File: config.mk
export PLATFORM = sky130hd
export DESIGN_NAME = data_io_wide
export DESIGN_NICKNAME = d
export VERILOG_FILES = /design/src/rtl/data_io_pkg.sv /design/src/rtl/data_io_fifo.sv /design/src/rtl/data_io_wide.sv
export SDC_FILE = /design/constraint.sdc
export NUM_CORES = 1
export LEC_CHECK = 0
export ABC_AREA = 1
export BUFFER_PORTS_ARGS = -buffer_cell sky130_fd_sc_hd__buf_4
export CORE_MARGIN = 2
export CORE_UTILIZATION = 24
export DETAILED_ROUTE_END_ITERATION = 8
export SYNTH_ARGS = -nofsm -noshare
export SYNTH_HDL_FRONTEND = slang
export SYNTH_SLANG_ARGS = --single-unit
File: constraint.sdc
create_clock -name clk_sys -period 3.65 [get_ports clk_sys]
set_clock_uncertainty 0.15 [all_clocks]
set_input_delay 0.1825 -clock clk_sys [delete_from_list [all_inputs] [get_ports clk_sys]]
set_output_delay 0.1825 -clock clk_sys [all_outputs]
set_load 0.05 [all_outputs]
File: src/rtl/data_io_pkg.sv
// Shared constants and FSM state type for the data_io download receiver.
// Command codes match the IO controller's file-transfer protocol.
package data_io_pkg;

  localparam logic [7:0] FILE_TX     = 8'h53;
  localparam logic [7:0] FILE_TX_DAT = 8'h54;
  localparam logic [7:0] FILE_INDEX  = 8'h55;

  typedef enum logic [1:0] {
    IDLE,
    DOWNLOAD,
    DRAIN
  } state_t;

endpackage

File: src/rtl/data_io_fifo.sv
// Synchronous word FIFO with full/empty flags; head is read combinationally.
// The caller only writes when not full (or popping) and reads when not empty.
module data_io_fifo #(
  parameter int W     = 8,
  parameter int DEPTH = 8
) (
  input  logic         clk,
  input  logic         rst_n,
  input  logic         we,
  input  logic [W-1:0] wdata,
  input  logic         re,
  output logic [W-1:0] rdata,
  output logic         full,
  output logic         empty
);

  localparam int PW = $clog2(DEPTH);

  logic [W-1:0] mem [DEPTH];
  logic [PW:0]  wp;
  logic [PW:0]  rp;

  always_ff @(posedge clk or negedge rst_n) begin
    if (!rst_n) begin
      wp <= '0;
      rp <= '0;
    end else begin
      if (we) wp <= wp + 1'b1;
      if (re) rp <= rp + 1'b1;
    end
  end

  always_ff @(posedge clk) begin
    if (we) mem[wp[PW-1:0]] <= wdata;
  end

  assign rdata = mem[rp[PW-1:0]];
  assign empty = (wp == rp);
  assign full  = (wp[PW] != rp[PW]) &&
                 (wp[PW-1:0] == rp[PW-1:0]);

endmodule

File: src/rtl/data_io_wide.sv
// SPI download receiver packing bytes into DW-bit words behind a FIFO.
// Optional build macro DATA_IO_CHECKSUM_EN adds an XOR checksum of popped words.
module data_io_wide
  import data_io_pkg::*;
#(
  parameter int DW           = 16,
  parameter int AW           = 25,
  parameter int FIFO_DEPTH   = 8,
  parameter int SECTOR_BYTES = 512
) (
  input  logic            clk_sys,
  input  logic            reset_n,
  input  logic            SPI_SCK,
  input  logic            SPI_SS2,
  input  logic            SPI_SS4,
  input  logic            SPI_DI,
  input  logic            SPI_DO,
  output logic            ioctl_download,
  output logic            ioctl_verify,
  output logic [7:0]      ioctl_index,
  output logic            ioctl_wr,
  input  logic            ioctl_ready,
  output logic [AW-1:0]   ioctl_addr,
  output logic [DW-1:0]   ioctl_dout,
  output logic [DW/8-1:0] ioctl_be,
  output logic            ioctl_overflow,
  output logic [DW-1:0]   ioctl_checksum
);

  localparam int NB = DW / 8;
  localparam int LW = (NB > 1) ? $clog2(NB) : 1;
  localparam int FW = AW + DW + NB;
  localparam int SW = $clog2(SECTOR_BYTES + 2);

  logic unused_pins;
  assign unused_pins = SPI_DO;

  logic [2:0] sck_p;
  logic [1:0] ss2_p;
  logic [2:0] ss4_p;
  logic [1:0] di_p;

  always_ff @(posedge clk_sys or negedge reset_n) begin
    if (!reset_n) begin
      sck_p <= '0;
      ss2_p <= '1;
      ss4_p <= '1;
      di_p  <= '0;
    end else begin
      sck_p <= {sck_p[1:0], SPI_SCK};
      ss2_p <= {ss2_p[0], SPI_SS2};
      ss4_p <= {ss4_p[1:0], SPI_SS4};
      di_p  <= {di_p[0], SPI_DI};
    end
  end

  logic sck_rise, ss2, ss4, ss4_rise, di;
  assign sck_rise = sck_p[1] & ~sck_p[2];
  assign ss2      = ss2_p[1];
  assign ss4      = ss4_p[1];
  assign ss4_rise = ss4_p[1] & ~ss4_p[2];
  assign di       = di_p[1];

  logic [7:0]    sr, rx, cmd;
  logic [2:0]    bc2, bc4, bcnt;
  logic          stb2, stb4;
  logic [SW-1:0] sec;

  // SS2 owns the shared shifter whenever it is selected
  always_ff @(posedge clk_sys or negedge reset_n) begin
    if (!reset_n) begin
      sr   <= '0;
      rx   <= '0;
      bc2  <= '0;
      bc4  <= '0;
      stb2 <= 1'b0;
      stb4 <= 1'b0;
    end else begin
      stb2 <= 1'b0;
      stb4 <= 1'b0;
      if (ss2) bc2 <= '0;
      if (ss4) bc4 <= '0;
      if (sck_rise && !ss2) begin
        sr  <= {sr[6:0], di};
        bc2 <= bc2 + 1'b1;
        if (bc2 == 3'd7) begin
          rx   <= {sr[6:0], di};
          stb2 <= 1'b1;
        end
      end else if (sck_rise && !ss4) begin
        sr  <= {sr[6:0], di};
        bc4 <= bc4 + 1'b1;
        if (bc4 == 3'd7) begin
          rx   <= {sr[6:0], di};
          stb4 <= 1'b1;
        end
      end
    end
  end

  always_ff @(posedge clk_sys or negedge reset_n) begin
    if (!reset_n) begin
      bcnt <= '0;
      cmd  <= '0;
      sec  <= '0;
    end else begin
      if (ss2) bcnt <= '0;
      else if (stb2 && bcnt != 3'd7) bcnt <= bcnt + 1'b1;
      if (stb2 && bcnt == 3'd0) cmd <= rx;
      if (ss4_rise) sec <= '0;
      else if (stb4)
        sec <= (sec == SW'(SECTOR_BYTES + 1)) ? '0 : sec + 1'b1;
    end
  end

  logic payload, start, stop, dat, idx;
  assign payload = stb2 && (bcnt != 3'd0);
  assign start   = payload && cmd == FILE_TX && rx != 8'd0;
  assign stop    = payload && cmd == FILE_TX && rx == 8'd0;
  assign idx     = payload && cmd == FILE_INDEX;
  assign dat     = (payload && cmd == FILE_TX_DAT) ||
                   (stb4 && sec < SW'(SECTOR_BYTES));

  logic [DW-1:0] wbuf, wbuf_n, pword;
  logic [LW-1:0] lane, lane_n;
  logic [AW-1:0] addr, addr_n;
  logic [NB-1:0] pbe;
  logic          push;

  always_comb begin
    wbuf_n = wbuf;
    lane_n = lane;
    addr_n = addr;
    pword  = wbuf;
    pbe    = '0;
    push   = 1'b0;
    if (start) begin
      wbuf_n = '0;
      lane_n = '0;
      addr_n = '0;
    end else if (dat) begin
      pword[8*int'(lane) +: 8] = rx;
      if (lane == LW'(NB - 1)) begin
        push   = 1'b1;
        pbe    = '1;
        wbuf_n = '0;
        lane_n = '0;
        addr_n = addr + AW'(NB);
      end else begin
        wbuf_n = pword;
        lane_n = lane + 1'b1;
      end
    end else if (stop && lane != '0) begin
      push = 1'b1;
      for (int i = 0; i < NB; i++) pbe[i] = (i < int'(lane));
      wbuf_n = '0;
      lane_n = '0;
      addr_n = addr + AW'(NB);
    end
  end

  logic          full, empty, pop, fifo_we;
  logic [FW-1:0] head;

  assign pop     = ~empty & ioctl_ready;
  assign fifo_we = push & (~full | pop);

  data_io_fifo #(.W(FW), .DEPTH(FIFO_DEPTH)) u_fifo (
    .clk   (clk_sys),
    .rst_n (reset_n),
    .we    (fifo_we),
    .wdata ({addr, pword, pbe}),
    .re    (pop),
    .rdata (head),
    .full  (full),
    .empty (empty)
  );

  state_t state, state_n;

  always_comb begin
    state_n = state;
    unique case (state)
      IDLE:     if (start) state_n = DOWNLOAD;
      DOWNLOAD: if (stop) state_n = DRAIN;
      DRAIN: begin
        if (start) state_n = DOWNLOAD;
        else if (empty) state_n = IDLE;
      end
      default:  state_n = IDLE;
    endcase
  end

  always_ff @(posedge clk_sys or negedge reset_n) begin
    if (!reset_n) begin
      state          <= IDLE;
      wbuf           <= '0;
      lane           <= '0;
      addr           <= '0;
      ioctl_verify   <= 1'b0;
      ioctl_index    <= '0;
      ioctl_overflow <= 1'b0;
    end else begin
      state <= state_n;
      wbuf  <= wbuf_n;
      lane  <= lane_n;
      addr  <= addr_n;
      if (start) ioctl_verify <= rx[1];
      if (idx) ioctl_index <= rx;
      if (start) ioctl_overflow <= 1'b0;
      else if (push && full && !pop) ioctl_overflow <= 1'b1;
    end
  end

  assign ioctl_download = (state != IDLE);
  assign ioctl_wr       = ~empty;
  assign {ioctl_addr, ioctl_dout, ioctl_be} = empty ? '0 : head;

`ifdef DATA_IO_CHECKSUM_EN
  logic [DW-1:0] mask, csum;

  always_comb begin
    mask = '0;
    for (int i = 0; i < DW; i++) mask[i] = ioctl_be[i/8];
  end

  always_ff @(posedge clk_sys or negedge reset_n) begin
    if (!reset_n) csum <= '0;
    else if (start) csum <= '0;
    else if (pop) csum <= csum ^ (ioctl_dout & mask);
  end

  assign ioctl_checksum = csum;
`else
  assign ioctl_checksum = '0;
`endif

endmodule

==> results of run 1 <==
[per-layer routing]
layer	vias up	part of all wire	global-route usage
met1	5874	0.46	0.138
met2	234	0.47	0.176
met4	2	0.018	0.0291
met3	61	0.048	0.0190
met5	-	0.00030	0
li1	6125	-	-
[worst register-to-register path, cell delays in order (launching register included)]
cell and delay (ps):
sky130_fd_sc_hd__dfrtp_1 380, sky130_fd_sc_hd__inv_1 90, sky130_fd_sc_hd__ha_1 240, sky130_fd_sc_hd__nand2_1 70
sky130_fd_sc_hd__nand2_1 70, sky130_fd_sc_hd__nor2_1 60, sky130_fd_sc_hd__nand2_1 70, sky130_fd_sc_hd__nor2_1 50
sky130_fd_sc_hd__nor2_2 140, sky130_fd_sc_hd__nand2_1 340, sky130_fd_sc_hd__o21ai_0 860
[power groups by stage]
stage | registers, mW | logic [mW] | clock network (mW)
finish | 5.61 | 5.78 | 4.94
global route | 5.62 | 6.40 | 5.27
CTS | 5.61 | 5.94 | 5.06
detailed placement | 5.71 | 5.92 | 0
global placement | 5.71 | 5.88 | 0
floorplan | 5.66 | 4.08 | 0
[placed cells by master, fill, tap and decap left out, drive strengths merged]
cell type      n
nor2         387
o21ai        339
edfxtp       336
nand2        239
dfrtp        110
buf           96
inv           80
clkbuf        62
nand3         50
a31oi         43
clkinv        19
conb          17
xnor2         12
ha            12
xor2           9
a21oi          9
nand4          6
bufinv         6
dlygate4sd3    6
dfstp          5
nor3           4
or2            1
o211ai         1
a2bb2oi        1
nor3b          1
o21a           1
o31ai          1
o22ai          1
mux2i          1
a21boi         1
[state kept, by name, indices dropped and copies added, names as in the netlist, 7 cells and up]
name and flops:
addr 24, u_fifo.mem 336, ioctl_index 8, rx 8, sr 7, wbuf 16
sec 10, cmd 8
[cells by family after synthesis]
logic type	count (synthesis)	share of synthesized area
flops	451	0.684
fa+ha+maj	12	0.00792
buf+inv	183	0.0430
other cells	1	0.000198
xor+xnor	21	0.00970
simple gates	688	0.144
compound gates	397	0.110
mux	1	0.000528
[cell type report]
type | count | area (sq um)
clock inverter | 25 | 287
clock buffer | 62 | 1340
timing repair buffer | 102 | 906
inverter | 80 | 303
fill | 8109 | 56200
sequential | 451 | 13000
tap | 1050 | 1310
multi-input combinational | 1136 | 5300
[metrics by stage]
step	cells	setup slack, ps	TNS, ps	cell area, sq um	hold WS, ps
3_3_place_gp	2813	852	0	20700	139
4_1_cts	2906	258	0	22400	65.8
5_1_grt	2906	45.8	0	22400	85.5
2_1_floorplan	1770	-44.5	-9340	19000	-263
6_report	2906	259	0	22400	42.4
3_5_place_dp	2813	783	0	20700	141
[timing repair]
action                                 4_1_cts  5_1_grt
endpoints found under the hold margin       57        0
hold buffers                                 6        0
resized for setup                            0        0
[worst max path at each step]
stage	endpoint	cells past startpoint	slack, ps	startpoint
after floorplan	u_fifo.mem[0][0]$_DFFE_PP_	10	-40	bcnt[0]$_DFFE_PN0P_
after CTS	ioctl_addr[11]	8	260	u_fifo.rp[0]$_DFFE_PN0P_
final	ioctl_addr[4]	8	260	u_fifo.rp[0]$_DFFE_PN0P_
after global placement	ioctl_addr[4]	8	850	u_fifo.rp[0]$_DFFE_PN0P_
after detailed placement	u_fifo.mem[0][11]$_DFFE_PP_	10	780	bcnt[0]$_DFFE_PN0P_
after global routing	ioctl_be[1]	9	50	u_fifo.rp[0]$_DFFE_PN0P_
==> summary.json, run 1 <==
{
  "run_status": {"value": "finished clean"},
  "r2r_slack": {"value": 800, "unit": "ps"},
  "route.final.wire_length": {"value": 42900, "unit": "microns"},
  "crit_chain": {"value": "buf_4 -> nor2_1 -> nor2_1 -> o21ai_0 -> o21ai_0 -> o21ai_0 -> a31oi_1 -> buf_4"},
  "hold_viol_final": {"value": 0},
  "post-synth-top-count-cell": {"value": "sky130_fd_sc_hd__nor2_1"},
  "max_cap_viol_count": {"value": 0},
  "synth_cell_types": {"value": 42},
  "cts_setup_buffers": {"value": 0},
  "mappedNetlistArea": {"value": 19000, "unit": "sq um"},
  "num_rows": {"value": 103},
  "global_route.overflow_total": {"value": 0},
  "internal_power_consumption": {"value": 10.2, "unit": "mW"},
  "initial_core_utilization": {"value": 0.241},
  "cts.path.max_buffers": {"value": 3},
  "cts-root-buf": {"value": "sky130_fd_sc_hd__clkbuf_16"},
  "grt_start_max_net_pins": {"value": 130},
  "netlist_top_cells_area": {"value": "sky130_fd_sc_hd__edfxtp_1 (53%), sky130_fd_sc_hd__dfrtp_1 (15%), sky130_fd_sc_hd__o21ai_0 (8.3%)"},
  "worstPathMaxFanout": {"value": 74},
  "worstRegToRegCells": {"value": 10},
  "cts_buffers": {"value": 47},
  "power.clock.fraction": {"value": 0.303},
  "final_net_count": {"value": 1838},
  "num_ports": {"value": 79},
  "worst-endpoint-required": {"value": 3320, "unit": "ps"},
  "p_sw": {"value": 6.17, "unit": "mW"},
  "fmax": {"value": 0.295, "unit": "GHz"},
  "biggest_area_consumer_among_synthesized_cells": {"value": "sky130_fd_sc_hd__edfxtp_1"},
  "postSynth.asyncResetShare": {"value": 0.255},
  "die_h": {"value": 285, "unit": "microns"},
  "die_area": {"value": 81300, "unit": "sq um"},
  "timing.max_slew.rel_slack": {"value": 0.243},
  "diodes": {"value": 0},
  "total_leakage_power": {"value": 8.76, "unit": "nW"},
  "synth_ff_type": {"value": "sky130_fd_sc_hd__edfxtp_1"},
  "ctsHtreeMaxLevel": {"value": 2},
  "timing.final.max_slew_violations": {"value": 0},
  "rr_endpoint": {"value": "u_fifo.mem[1][11]$_DFFE_PP_"},
  "fp.coreArea": {"value": 78600, "unit": "sq um"},
  "avgRoutedWirePerCell": {"value": 14.8, "unit": "microns"},
  "vdd_ir_drop_max": {"value": 0.000522, "unit": "V"},
  "place.detailed.hpwl": {"value": 25100, "unit": "microns"},
  "buffer_ports.inserted": {"value": 60},
  "timing.critical_path.slowest_stage_cell": {"value": "sky130_fd_sc_hd__buf_4"},
  "yosys_register_bits": {"value": 451},
  "fin_total_pwr": {"value": 16.3, "unit": "mW"},
  "min_period": {"value": 3390, "unit": "ps"},
  "min_period_over_period": {"value": 0.929},
  "cts_sinks": {"value": 451},
  "cts.clk_slew.worst_paths": {"value": 60, "unit": "ps"},
  "route.detailed.drc": {"value": 0},
  "crit_path_capture_type": {"value": "output pin"},
  "seqPwrFrac": {"value": 0.344},
  "ys.warnings.count": {"value": 0},
  "synth_top_area_frac": {"value": 0.532},
  "worst-path-buf-inv": {"value": 2},
  "syn_to_final_growth": {"value": 18.2, "unit": "%"},
  "setup.worst_path.class": {"value": "register to output pin"},
  "gr-usage-all-layers": {"value": 0.105},
  "seq_area_frac_synth": {"value": 0.684},
  "synth_area_per_cell": {"value": 10.8, "unit": "sq um"},
  "rsz0062_at_grt": {"value": "no"},
  "grt_first_pass_wirelength": {"value": 67600, "unit": "microns"},
  "final_core_utilization": {"value": 0.285},
  "cell_count_after_synthesis": {"value": 1754},
  "synth_edf_count": {"value": 336},
  "avgViaCountPerCell": {"value": 4.23},
  "drive_gt1_frac": {"value": 0.114},
  "die_width": {"value": 285, "unit": "microns"},
  "antenna_found_initial": {"value": 1},
  "drt_iter0_drc": {"value": 783},
  "ys_top_cells_by_count": {"value": "sky130_fd_sc_hd__nor2_1 (382), sky130_fd_sc_hd__edfxtp_1 (336), sky130_fd_sc_hd__o21ai_0 (313)"},
  "worstSkewPairLatency": {"value": 580, "unit": "ps"},
  "num_vias": {"value": 12300},
  "timing.critical_path.max_delay_family": {"value": "buffers and inverters"},
  "grt_pass1_vias": {"value": 12100},
  "power_switching_share": {"value": 0.378},
  "final_antenna_net_count": {"value": 0},
  "pin_slew_with_the_least_headroom_to_its_limit": {"value": 1120, "unit": "ps"},
  "holdCritPathClass": {"value": "input port to async pin"},
  "tritoncts": {"value": "yes"},
  "timing.rr.start": {"value": "bcnt[0]$_DFFE_PN0P_"},
  "dr.pass1.iters": {"value": 7},
  "gp_congestion": {"value": 0.790},
  "critical-path-top-cell-by-count": {"value": "sky130_fd_sc_hd__o21ai_0"},
  "timing.critical_path.from_type": {"value": "register"},
  "slowest_delay": {"value": 690, "unit": "ps"},
  "cellPowerDensity": {"value": 728, "unit": "nW/um^2"},
  "finalSetupViolations": {"value": 0},
  "combinational_group_share_of_total_power": {"value": 0.354},
  "critical_path_arrival": {"value": 3060, "unit": "ps"}
}
Power figures use the tool's default switching activity.
==> inputs of run 2 (changes only) <==
Settings changed: HOLD_SLACK_MARGIN from default to 0.12.
==> run 2 against run 1 <==
Sequential cell count did not move. Clock power about the same. Worst setup slack improved by 16 ps. Critical path depth unchanged. Design area increased by 0.35%. Register-to-register slack worse by 20 ps. Sequential power about the same. Hold slack gained 160 ps. Total power is essentially flat. Global-route usage rose by 0.055 points. Critical endpoint is now ioctl_addr[3]. Largest power group unchanged. Highest routed layer unchanged.
==> summary.json, run 2 (synthesis gave the netlist of run 1 again) <==
{
  "fp.coreArea": {"value": 78600, "unit": "sq um", "change": "unchanged"},
  "timing.critical_path.max_delay_family": {"value": "buffers and inverters", "change": "unchanged"},
  "rsz0062_at_grt": {"value": "no", "change": "unchanged"},
  "route.final.wire_length": {"value": 43000, "unit": "microns", "change": "was 42900 microns"},
  "min_period": {"value": 3380, "unit": "ps", "change": "was 3390 ps"},
  "cts_sinks": {"value": 451, "change": "unchanged"},
  "gr-usage-all-layers": {"value": 0.105, "change": "about the same"},
  "buffer_ports.inserted": {"value": 60, "change": "unchanged"},
  "worst-endpoint-required": {"value": 3320, "unit": "ps", "change": "about the same"},
  "num_rows": {"value": 103, "change": "unchanged"},
  "timing.max_slew.rel_slack": {"value": 0.231, "change": "was 0.243"},
  "setup.worst_path.class": {"value": "register to output pin", "change": "unchanged"},
  "max_cap_viol_count": {"value": 0, "change": "unchanged"},
  "hold_viol_final": {"value": 0, "change": "unchanged"},
  "min_period_over_period": {"value": 0.925, "change": "was 0.929"},
  "layout_common_cells": {"value": "sky130_fd_sc_hd__nor2_1 (374), sky130_fd_sc_hd__edfxtp_1 (336), sky130_fd_sc_hd__o21ai_0 (313)", "change": "unchanged"},
  "grt_first_pass_wirelength": {"value": 67900, "unit": "microns", "change": "was 67600 microns"},
  "cts.clk_slew.worst_paths": {"value": 60, "unit": "ps", "change": "about the same"},
  "timing.final.max_slew_violations": {"value": 0, "change": "unchanged"},
  "num_ports": {"value": 79, "change": "unchanged"},
  "run_status": {"value": "finished clean", "change": "unchanged"},
  "worstSkewPairLatency": {"value": 580, "unit": "ps", "change": "about the same"},
  "fin_total_pwr": {"value": 16.3, "unit": "mW", "change": "about the same"},
  "timing.critical_path.from_type": {"value": "register", "change": "unchanged"},
  "cts_setup_buffers": {"value": 0, "change": "unchanged"},
  "hold_path_depth": {"value": 0},
  "tritoncts": {"value": "yes", "change": "unchanged"},
  "final_antenna_net_count": {"value": 0, "change": "unchanged"},
  "die_width": {"value": 285, "unit": "microns", "change": "unchanged"},
  "die_h": {"value": 285, "unit": "microns", "change": "unchanged"},
  "route.detailed.drc": {"value": 0, "change": "unchanged"},
  "mostFrequentLayoutCell": {"value": "sky130_fd_sc_hd__nor2_1", "change": "unchanged"},
  "min-delay-start": {"value": "di_p[0]$_DFF_PN0_"},
  "cellPowerDensity": {"value": 726, "unit": "nW/um^2", "change": "was 728 nW/um^2"},
  "avgViaCountPerCell": {"value": 4.22, "change": "was 4.23"},
  "worstSetupPathDepth": {"value": 8, "change": "unchanged"},
  "grt_start_max_net_pins": {"value": 130, "change": "unchanged"},
  "crit_path_start": {"value": "u_fifo.rp[0]$_DFFE_PN0P_", "change": "unchanged"},
  "post_cts_resize_count": {"value": 0, "change": "unchanged"},
  "num_vias": {"value": 12300, "change": "about the same"},
  "ctsHtreeMaxLevel": {"value": 2, "change": "unchanged"},
  "global_route.overflow_total": {"value": 0, "change": "unchanged"},
  "holdCritPathClass": {"value": "register to register", "change": "was input port to async pin"},
  "cts_buffers": {"value": 47, "change": "unchanged"},
  "gp_congestion": {"value": 0.790, "change": "unchanged"},
  "pin_slew_with_the_least_headroom_to_its_limit": {"value": 1140, "unit": "ps", "change": "was 1120 ps"},
  "initial_core_utilization": {"value": 0.241, "change": "unchanged"},
  "drt_iter0_drc": {"value": 777, "change": "was 783"},
  "grt_pass1_vias": {"value": 12100, "change": "about the same"},
  "largest_register_ff_count": {"value": 336, "change": "unchanged"},
  "worst-path-buf-inv": {"value": 2, "change": "unchanged"},
  "worstPathMaxFanout": {"value": 80, "change": "was 74"},
  "cts-root-buf": {"value": "sky130_fd_sc_hd__clkbuf_16", "change": "unchanged"},
  "timing.rr.start": {"value": "bcnt[0]$_DFFE_PN0P_", "change": "unchanged"},
  "critical_path_arrival": {"value": 3040, "unit": "ps", "change": "was 3060 ps"},
  "diodes": {"value": 0, "change": "unchanged"},
  "worstRegToRegCells": {"value": 10, "change": "unchanged"},
  "slowest_delay": {"value": 710, "unit": "ps", "change": "was 690 ps"},
  "final_net_count": {"value": 1844, "change": "was 1838"},
  "fmax": {"value": 0.296, "unit": "GHz", "change": "was 0.295 GHz"},
  "place.detailed.hpwl": {"value": 25100, "unit": "microns", "change": "unchanged"},
  "vdd_ir_drop_max": {"value": 0.000522, "unit": "V", "change": "about the same"},
  "final_core_utilization": {"value": 0.286, "change": "was 0.285"},
  "dr.pass1.iters": {"value": 7, "change": "unchanged"},
  "crit_path_capture_type": {"value": "output pin", "change": "unchanged"},
  "finalSetupViolations": {"value": 0, "change": "unchanged"},
  "crit_chain": {"value": "buf_4 -> nor2_1 -> nor2_1 -> o21ai_0 -> o21ai_0 -> o21ai_0 -> a31oi_1 -> buf_4", "change": "unchanged"},
  "die_area": {"value": 81300, "unit": "sq um", "change": "unchanged"},
  "antenna_found_initial": {"value": 1, "change": "unchanged"},
  "syn_to_final_growth": {"value": 18.7, "unit": "%", "change": "was 18.2%"},
  "cts.path.max_buffers": {"value": 3, "change": "unchanged"},
  "total_leakage_power": {"value": 8.80, "unit": "nW", "change": "was 8.76 nW"},
  "avgRoutedWirePerCell": {"value": 14.8, "unit": "microns", "change": "about the same"},
  "drive_gt1_frac": {"value": 0.114, "change": "about the same"},
  "critical-path-top-cell-by-count": {"value": "sky130_fd_sc_hd__o21ai_0", "change": "unchanged"},
  "timing.critical_path.slowest_stage_cell": {"value": "sky130_fd_sc_hd__buf_4", "change": "unchanged"}
}
## run 2: cell count changes in the layout (fill, tap and decap cells not counted), sizes merged
cell         delta
dlygate4sd3     +5
buf             +1
## run 2: worst register-to-register path, delay by kind of cell (launching register included)
| kind | cells | cell delay, ps |
|---|---|---|
| flops | 1 | 380 |
| simple gates | 7 | 790 |
| fa+ha+maj | 1 | 240 |
| compound gates | 1 | 870 |
| buf+inv | 1 | 90 |
## run 2: layer usage
| layer | wire length, microns | GRT usage | vias to the layer above |
|---|---|---|---|
| met1 | 20000 | 0.139 | 5875 |
| met2 | 20400 | 0.177 | 209 |
| met5 | 13 | 0 | - |
| met3 | 1870 | 0.0190 | 61 |
| met4 | 786 | 0.0288 | 2 |
| li1 | - | - | 6140 |
## run 2: repair_timing
item,4_1_cts,5_1_grt
hold endpoints to repair,126,0
hold buffers,12,0
endpoints found under the setup margin,0,0
## run 2: power by group
part	total (mW)	internal (mW)	switching [mW]
Sequential	5.61	5.53	0.0831
Combinational	5.79	1.64	4.15
Clock	4.95	3.00	1.94
## run 2: path summary, 6_finish.rpt
path	to	slack (ps)
max in group asynchronous	ss4_p[1]$_DFF_PN1_	2380
min in group asynchronous	ss4_p[2]$_DFF_PN1_	620
min	di_p[1]$_DFF_PN0_	200
min reg2reg	di_p[1]$_DFF_PN0_	200
max	ioctl_addr[3]	270
max reg2reg	u_fifo.mem[2][11]$_DFFE_PP_	780
## run 2: final cells by class
type | count | area [sq um]
flip-flops and latches | 451 | 13000
clock inverters | 25 | 287
repair buffers | 108 | 983
clock buffers | 62 | 1340
fillers | 8106 | 56100
well taps | 1050 | 1310
multi-input cells | 1136 | 5300
inverters | 80 | 303
## run 2: metrics by stage
stage	area (sq um)	TNS [ps]	hold WS (ps)	cells	setup WS (ps)
final	22500	0	202	2912	275
after global routing	22500	0	209	2912	45.8
after CTS	22500	0	205	2912	258
after detailed placement	20700	0	141	2813	783
after global placement	20700	0	139	2813	852
after floorplan	19000	-9340	-263	1770	-44.5
